[config.mk]
export PLATFORM = sky130hd
export DESIGN_NAME = hazard_ctrl
export DESIGN_NICKNAME = d
export VERILOG_FILES = /design/src/rtl/hazard_ctrl_pkg.sv /design/src/rtl/hazard_ctrl_sat_counter.sv /design/src/rtl/hazard_ctrl.sv
export SDC_FILE = /design/constraint.sdc
export NUM_CORES = 1
export LEC_CHECK = 0
export CAP_MARGIN = 30
export CORE_AREA = 8 8 99 101
export DETAILED_ROUTE_END_ITERATION = 6
export DIE_AREA = 0 0 107 109
export REMOVE_ABC_BUFFERS = 1
export SYNTH_ARGS = -nofsm -noshare
export SYNTH_HDL_FRONTEND = slang
export SYNTH_SLANG_ARGS = --single-unit
export TNS_END_PERCENT = 5
[constraint.sdc]
create_clock -name clk_i -period 2.26 [get_ports clk_i]
set_input_delay 0.226 -clock clk_i [delete_from_list [all_inputs] [get_ports clk_i]]
set_output_delay 0.226 -clock clk_i [all_outputs]
set_load 0.01 [all_outputs]
[src/rtl/hazard_ctrl_pkg.sv]
// Shared types and constants for the ID/EX hazard controller.
// Keeps the register-index width and pipeline-control bundle in one place.
package hazard_ctrl_pkg;

  localparam int                REG_W  = 5;
  localparam logic [REG_W-1:0]  REG_X0 = 5'd0;

  typedef enum logic {
    RUN      = 1'b0,
    MEM_WAIT = 1'b1
  } state_t;

  // Pipeline control bundle driven toward PC, IF/ID and ID/EX
  typedef struct packed {
    logic pc_write;
    logic ifid_write;
    logic ifid_flush;
    logic noop;
    logic freeze;
  } ctl_t;

endpackage

[src/rtl/hazard_ctrl_sat_counter.sv]
// Saturating up-counter for pipeline statistics.
// Holds at all-ones instead of wrapping; clear wins over inc.
module sat_counter #(
  parameter int W = 16
) (
  input  logic         clk,
  input  logic         clear,
  input  logic         inc,
  output logic [W-1:0] count
);

  always_ff @(posedge clk) begin
    if (clear) begin
      count <= '0;
    end else if (inc && (count != '1)) begin
      count <= count + W'(1);
    end
  end

endmodule

[src/rtl/hazard_ctrl.sv]
// Hazard/stall controller on the consumer side of ID/EX: load-use bubbles,
// branch flushes, memory-busy freeze, saturating statistics and a sticky timeout.
module hazard_ctrl
  import hazard_ctrl_pkg::*;
#(
  parameter int CNT_W   = 16,
  parameter int TIMEOUT = 64
) (
  input  logic             clk_i,
  input  logic             rst_i,
  input  logic [REG_W-1:0] IDRs1_i,
  input  logic [REG_W-1:0] IDRs2_i,
  input  logic             EXMemRead_i,
  input  logic [REG_W-1:0] EXRd_i,
  input  logic             BranchTaken_i,
  input  logic             MemReq_i,
  input  logic             MemReady_i,
  output logic             PCWrite_o,
  output logic             IFIDWrite_o,
  output logic             IFIDFlush_o,
  output logic             NoOp_o,
  output logic             Freeze_o,
  output logic [CNT_W-1:0] StallCnt_o,
  output logic [CNT_W-1:0] FreezeCnt_o,
  output logic [CNT_W-1:0] FlushCnt_o,
  output logic             Timeout_o
);

  localparam int                WAIT_W    = $clog2(TIMEOUT + 1);
  localparam logic [WAIT_W-1:0] WAIT_MAX  = WAIT_W'(TIMEOUT);
  localparam logic [WAIT_W-1:0] WAIT_TRIP = WAIT_W'(TIMEOUT - 1);

  logic              hazard_lu;
  logic              mem_busy;
  logic              stall_fire;
  logic              freeze_fire;
  logic              flush_fire;
  state_t            state;
  state_t            state_next;
  ctl_t              ctl;
  logic [WAIT_W-1:0] wait_cnt;
  logic              timeout;

  // x0 is hardwired zero, so a load targeting it can never feed a consumer
  assign hazard_lu = EXMemRead_i && (EXRd_i != REG_X0) &&
                     ((EXRd_i == IDRs1_i) || (EXRd_i == IDRs2_i));
  assign mem_busy  = MemReq_i && !MemReady_i;

  always_ff @(posedge clk_i) begin
    if (!rst_i) state <= RUN;
    else        state <= state_next;
  end

  always_comb begin
    state_next = state;
    case (state)
      RUN:      if (mem_busy)   state_next = MEM_WAIT;
      MEM_WAIT: if (MemReady_i) state_next = RUN;
      default:                  state_next = RUN;
    endcase
  end

  // Priority decode; a branch under a load-use bubble is dropped and re-resolves next cycle
  always_comb begin
    ctl = '{pc_write: 1'b1, ifid_write: 1'b1, ifid_flush: 1'b0, noop: 1'b0, freeze: 1'b0};
    if (!rst_i) begin
      ctl.pc_write   = 1'b0;
      ctl.ifid_write = 1'b0;
      ctl.noop       = 1'b1;
    end else if (mem_busy) begin
      ctl.pc_write   = 1'b0;
      ctl.ifid_write = 1'b0;
      ctl.freeze     = 1'b1;
    end else if (hazard_lu) begin
      ctl.pc_write   = 1'b0;
      ctl.ifid_write = 1'b0;
      ctl.noop       = 1'b1;
    end else if (BranchTaken_i) begin
      ctl.ifid_flush = 1'b1;
    end
  end

  assign PCWrite_o   = ctl.pc_write;
  assign IFIDWrite_o = ctl.ifid_write;
  assign IFIDFlush_o = ctl.ifid_flush;
  assign NoOp_o      = ctl.noop;
  assign Freeze_o    = ctl.freeze;

  assign freeze_fire = rst_i && mem_busy;
  assign stall_fire  = rst_i && !mem_busy && hazard_lu;
  assign flush_fire  = rst_i && !mem_busy && !hazard_lu && BranchTaken_i;

  // Timeout trips on the edge that completes the TIMEOUT-th consecutive busy cycle
  always_ff @(posedge clk_i) begin
    if (!rst_i) begin
      wait_cnt <= '0;
      timeout  <= 1'b0;
    end else if (mem_busy) begin
      if (wait_cnt != WAIT_MAX)   wait_cnt <= wait_cnt + WAIT_W'(1);
      if (wait_cnt >= WAIT_TRIP)  timeout  <= 1'b1;
    end else begin
      wait_cnt <= '0;
    end
  end

  assign Timeout_o = timeout;

  sat_counter #(.W(CNT_W)) u_stall_cnt (
    .clk   (clk_i),
    .clear (!rst_i),
    .inc   (stall_fire),
    .count (StallCnt_o)
  );

  sat_counter #(.W(CNT_W)) u_freeze_cnt (
    .clk   (clk_i),
    .clear (!rst_i),
    .inc   (freeze_fire),
    .count (FreezeCnt_o)
  );

  sat_counter #(.W(CNT_W)) u_flush_cnt (
    .clk   (clk_i),
    .clear (!rst_i),
    .inc   (flush_fire),
    .count (FlushCnt_o)
  );

endmodule

# Yosys cells after proc, flatten, opt, wreduce, memory -nomap -nowiden

Cells that the tools add are included.

Flip-flop bits (word level): 56
Latch bits: 0
RAM bits: 0
Memory bits (read-only): 0
Bits of input ports: 21
Output and inout bits: 54
Word-level logic and storage cells: 45
Memories kept: 0

$add $sub $neg: 4
Multipliers: 0
Div/mod/pow operators: 0
Order comparisons: 1
Eq/ne operators: 6
Shifts and indexed selects: 0
Mux-type cells: 11
Bitwise operators: 0
Reductions and logical operators: 18

Operators with widths:

| cell                                                                   | number |
|---|---|
| 16-bit by 1-bit adder with 16-bit output (second input constant)       | 3 |
| 16-bit != test (second input constant)                                 | 3 |
| 1-bit logical AND                                                      | 11 |
| 5-bit equality test                                                    | 2 |
| 2-bit two-way mux                                                      | 4 |
| 7-bit by 1-bit adder with 7-bit output (second input constant)         | 1 |
| 7-bit by 6-bit >= comparator with 1-bit output (second input constant) | 1 |
| 1-bit two-way mux                                                      | 7 |
| 7-bit != test (second input constant)                                  | 1 |
| 5-bit nonzero test                                                     | 1 |
| 2-bit AND reduction                                                    | 2 |
| 1-bit logical NOT                                                      | 3 |
| 1-bit logical OR                                                       | 1 |

# Longest topological paths before layout

Gate-level depths: netlist (run 1).

Word-level depth: 7
Gate-level depth with buffers: 9

# By module

From an unflattened synthesis (run 1), not the netlist that was laid out.

Cell total of the unflattened synthesis: 367
Area total of the unflattened synthesis: 3108.0 sq um

Modules (own cells, without submodules):

| module      | times used | cells an instance | area an instance (sq um) | sequential area each (sq um) |
|---|---|---|---|---|
| sat_counter | 3          | 99                | 848.3                    | 320.3 |
| hazard_ctrl | 1          | 70                | 563.0                    | 160.2 |

# Worst setup path before layout (run 1)

OpenSTA, ideal clock, no wires.

Path type: reg-to-reg
Start: register u_stall_cnt.count[0]
End: register u_stall_cnt.count[6]
Data arrival time: 1.890 ns
Setup slack: 0.299 ns
Cell stages (with the launch flop): 8
Buffers on the path: 0
Cells stage by stage: dfxtp_1 ha_1 and3_1 nor2b_1 a211o_2 nor2_1 and3_1 mux2i_1

Cells in the longest elaborated chain, start to end: 2
Elaborated cells between the ends (all ways): 3

Ends and longest elaborated chain:

| element                                                                          | line                          | text |
|---|---|---|
| start, declared                                                                  | hazard_ctrl_sat_counter.sv:9  | `output logic [W-1:0] count` |
| start signal, assigned                                                           | hazard_ctrl_sat_counter.sv:16 | `count <= count + W'(1);` |
| branches (longest 2 deep; another with 16-bit by 1-bit adder with 16-bit output) | n/a                           |  |

Several ways; the timed one is not identified.
A chain may end at the register's enable or synchronous reset.

# Worst setup path after layout (run 1)

Start: input port EXRd_i[1]
End: output port IFIDWrite_o

Cells in the longest elaborated chain, start to end: 6
Elaborated cells between the ends (all ways): 9

Ends and longest elaborated chain:

| element                                                          | line                                 | text |
|---|---|---|
| start, declared                                                  | hazard_ctrl.sv:14                    | `input logic [REG_W-1:0] EXRd_i,` |
| 5-bit equality test / 5-bit nonzero test (equally long branches) | hazard_ctrl.sv:46, hazard_ctrl.sv:45 |  |
| 1-bit logical OR / 1-bit logical AND (equally long branches)     | hazard_ctrl.sv:46, hazard_ctrl.sv:45 |  |
| 1-bit logical AND (*)                                            | hazard_ctrl.sv:45                    | `assign hazard_lu = EXMemRead_i && (EXRd_i != REG_X0) &&` |
| 2-bit two-way mux (*)                                            | hazard_ctrl.sv:74                    | `end else if (hazard_lu) begin` |
| 2-bit two-way mux (*)                                            | hazard_ctrl.sv:70                    | `end else if (mem_busy) begin` |
| 2-bit two-way mux (*)                                            | hazard_ctrl.sv:66                    | `if (!rst_i) begin` |
| end, declared                                                    | hazard_ctrl.sv:19                    | `output logic IFIDWrite_o,` |

Every way passes the cells marked *; elsewhere a longest branch is shown, timed or not.

==> impl_metrics.tcl, run 1 <==
set metrics [dict create \
    drive_above_1_share_pct 11.5 \
    relSlewSlack_pct 64.9 \
    synthFlopType "dfxtp_1" \
    reg2reg_slack_ps 110 \
    hold_violations 0 \
    min_path_type "flip-flop to flip-flop" \
    maxCapViolCount 0 \
    endpoint "IFIDWrite_o" \
    core_area_sq_um 8380 \
    seq_area_frac_synth_pct 37.4 \
    powerDensity_nw_per_um2 463 \
    drc 0 \
    ys_top_cells_by_area "dfxtp_1, mux2i_1, xnor2_1" \
    clock_tree.buffer_depth 2 \
    dieArea_sq_um 11700 \
    fin_skew_ps 9.97 \
    cts-buffers-inserted 5 \
    peakVddDrop_mv 0.204 \
    arrival_ps 1930 \
    io_pins 75 \
    finalWirelength_microns 7730 \
    overflow 0 \
    grt_pass1_vias 2630 \
    finalSetupViolCount 0 \
    finalInstanceArea_sq_um 4130 \
    post_cts_buffers 0 \
    rsz0062_at_grt "false" \
    cp_max_fo 3 \
    synth_edf_count 0 \
    drtIter0Drc 92 \
    ys_seq_elements 56 \
    root_buffer "clkbuf_8" \
    vias 2744 \
    netlist_area_sq_um 2990 \
    critical_path.max_stage_delay_ps 560 \
    max_freq_ghz 0.464 \
    num_antenna_cells 0 \
    fin_crit_ps 2160 \
    wl_per_cell_microns 14.0 \
    area_delta_synth_final_pct 38.1 \
    r2r_start "u_stall_cnt.count[0]" \
    yosysWarnings 0 \
    h-tree-depth 2 \
    rows 34 \
    startpoint_type "input port" \
    synth_top_area_share_pct 37.4 \
    viasPerCell 4.98 \
    crit_path_top_delay_cell "or4_4" \
    worstPathCellList "clkdlybuf4s50_1 -> or4_4 -> o21ai_4 -> nor2_2 -> nor2_1 -> dlygate4sd2_1" \
    critPathCaptureType "primary output" \
    final_cell_mix "clkdlybuf4s50_1, dfxtp_1, nand2_1" \
    status "completed" \
    tns_ps 0 \
    clock-sinks 56 \
    p_leak_nw 1.47 \
    worst_r2r_path_depth 7 \
    portBuffers 74 \
    tightest_slew_ps 526 \
    dpl.hpwl_microns 5970 \
    ant_nets 0 \
    clk_latency_ps 310 \
    grt_pass1_wl_microns 13000 \
    drtPass1Iterations 4 \
    worstPathRequired_ps 2030 \
    period_share_pct 95.4 \
    grt_max_degree 27 \
    ys_async_sr_fraction_pct 0 \
    grtUsageTotal_pct 13.6 \
    crit_buf_inv 2 \
    fp.dieH_microns 109 \
    timing.rr.end "u_stall_cnt.count[6]" \
    min-delay-start "Timeout_o" \
    finish.utilization_pct 49.3 \
    drv_slew 0 \
    critPathLaunch "EXRd_i[1]" \
    initial_core_util_pct 35.7 \
    cp.depth 6 \
    path_clk_slew_ps 100 \
    synth_cell_types 48 \
    antenna_found_initial 0 \
    nFillCells 822 \
    synth_cells 347 \
    critPathKind "input port to primary output" \
    cts_tree "yes" \
    final_common_cell "clkdlybuf4s50_1" \
    worstHoldPathCells 2 \
    avgSynthCellArea_sq_um 8.63 \
    nets 468 \
    die_x_microns 107 \
    cp_top_family "simple AND/OR/NAND/NOR gates" \
    gp_congestion 0.814 \
    placed_area_sq_um 4020 \
    yosysTopAreaCell "dfxtp_1" \
]
[worst min-delay path, stage by stage, from the launching register on]
cell	delay (ps)
dfxtp_1	340
nand2_1	50
o21ai_0	60
[per-layer routing]
layer	share of wire [%]	global-route usage (%)	routed length [microns]
met2	46	22.5	3560
met3	5.2	3.96	402
met4	0.89	3.62	69
met1	48	16.8	3710
met5	0	0	0
[cells by family (layout without fill, tap and decap cells)]
kind of cell | after synthesis | count (layout) | share of synthesized area, %
compound gates | 31 | 31 | 7.73
buf+inv | 18 | 114 | 2.76
simple gates | 183 | 183 | 33.4
xor+xnor | 36 | 36 | 10.5
mux | 18 | 18 | 6.02
flops | 56 | 56 | 37.4
fa+ha+maj | 5 | 5 | 2.09
[cells in the mapped netlist (9+ instances only)]
cell	number
nor3_1	15
mux2i_1	18
xor2_1	17
a21oi_1	9
nand2_1	38
xnor2_1	19
nor2_1	34
dfxtp_1	56
nand4_1	13
nand3_1	22
and3_1	14
nand2b_1	11
[report_power, final]
| part | internal (mW) | total [mW] | switching, mW |
|---|---|---|---|
| Sequential | 0.994 | 1.01 | 0.0117 |
| Clock | 0.363 | 0.700 | 0.337 |
| Combinational | 0.104 | 0.207 | 0.104 |
| Total | 1.46 | 1.91 | 0.452 |
[metrics by stage]
stage / hold WS [ps] / power, mW / instances / worst slack, ps
final: 486 / 1.91 / 551 / 104
after detailed placement: 480 / 1.24 / 543 / -189
after global routing: 513 / 2.00 / 551 / 7.68
after CTS: 497 / 1.94 / 551 / 92.4
after global placement: 471 / 1.24 / 543 / -161
after floorplan: 339 / 1.11 / 335 / 296
[registers in the layout, summed over array words and instances (netlist names)]
register,cells
Timeout_o,1
u_flush_cnt.count,16
u_freeze_cnt.count,16
u_stall_cnt.count,16
wait_cnt,7
[worst min-delay path by stage]
stage and endpoint:
5_1_grt Timeout_o, 3_3_place_gp u_flush_cnt.count[5], 2_1_floorplan Timeout_o, 3_5_place_dp u_flush_cnt.count[5]
4_1_cts u_flush_cnt.count[5], 6_report Timeout_o
[what timing repair did]
| item | 4_1_cts | 5_1_grt |
|---|---|---|
| pin swaps | 0 | 1 |
| hold buffers | 0 | 0 |
| gates resized for setup | 4 | 0 |
| setup endpoints to repair | 4 | 2 |
[cell type report]
| class | count | area (sq um) | area share (%) |
|---|---|---|---|
| tap | 108 | 135 | 3.27 |
| timing repair buffer | 100 | 943 | 22.8 |
| multi-input combinational | 273 | 1790 | 43.3 |
| inverter | 6 | 22.5 | 0.545 |
| clock inverter | 2 | 38.8 | 0.938 |
| sequential | 56 | 1120 | 27.1 |
| clock buffer | 6 | 82.6 | 2.00 |
Power figures use the tool's default switching activity.
==> run 2: changes to the inputs <==
GPL_ROUTABILITY_DRIVEN = 0   (was unset)
==> results of run 2 <==
Same layout as run 1: the final DEF is identical, and so are final timing and power.
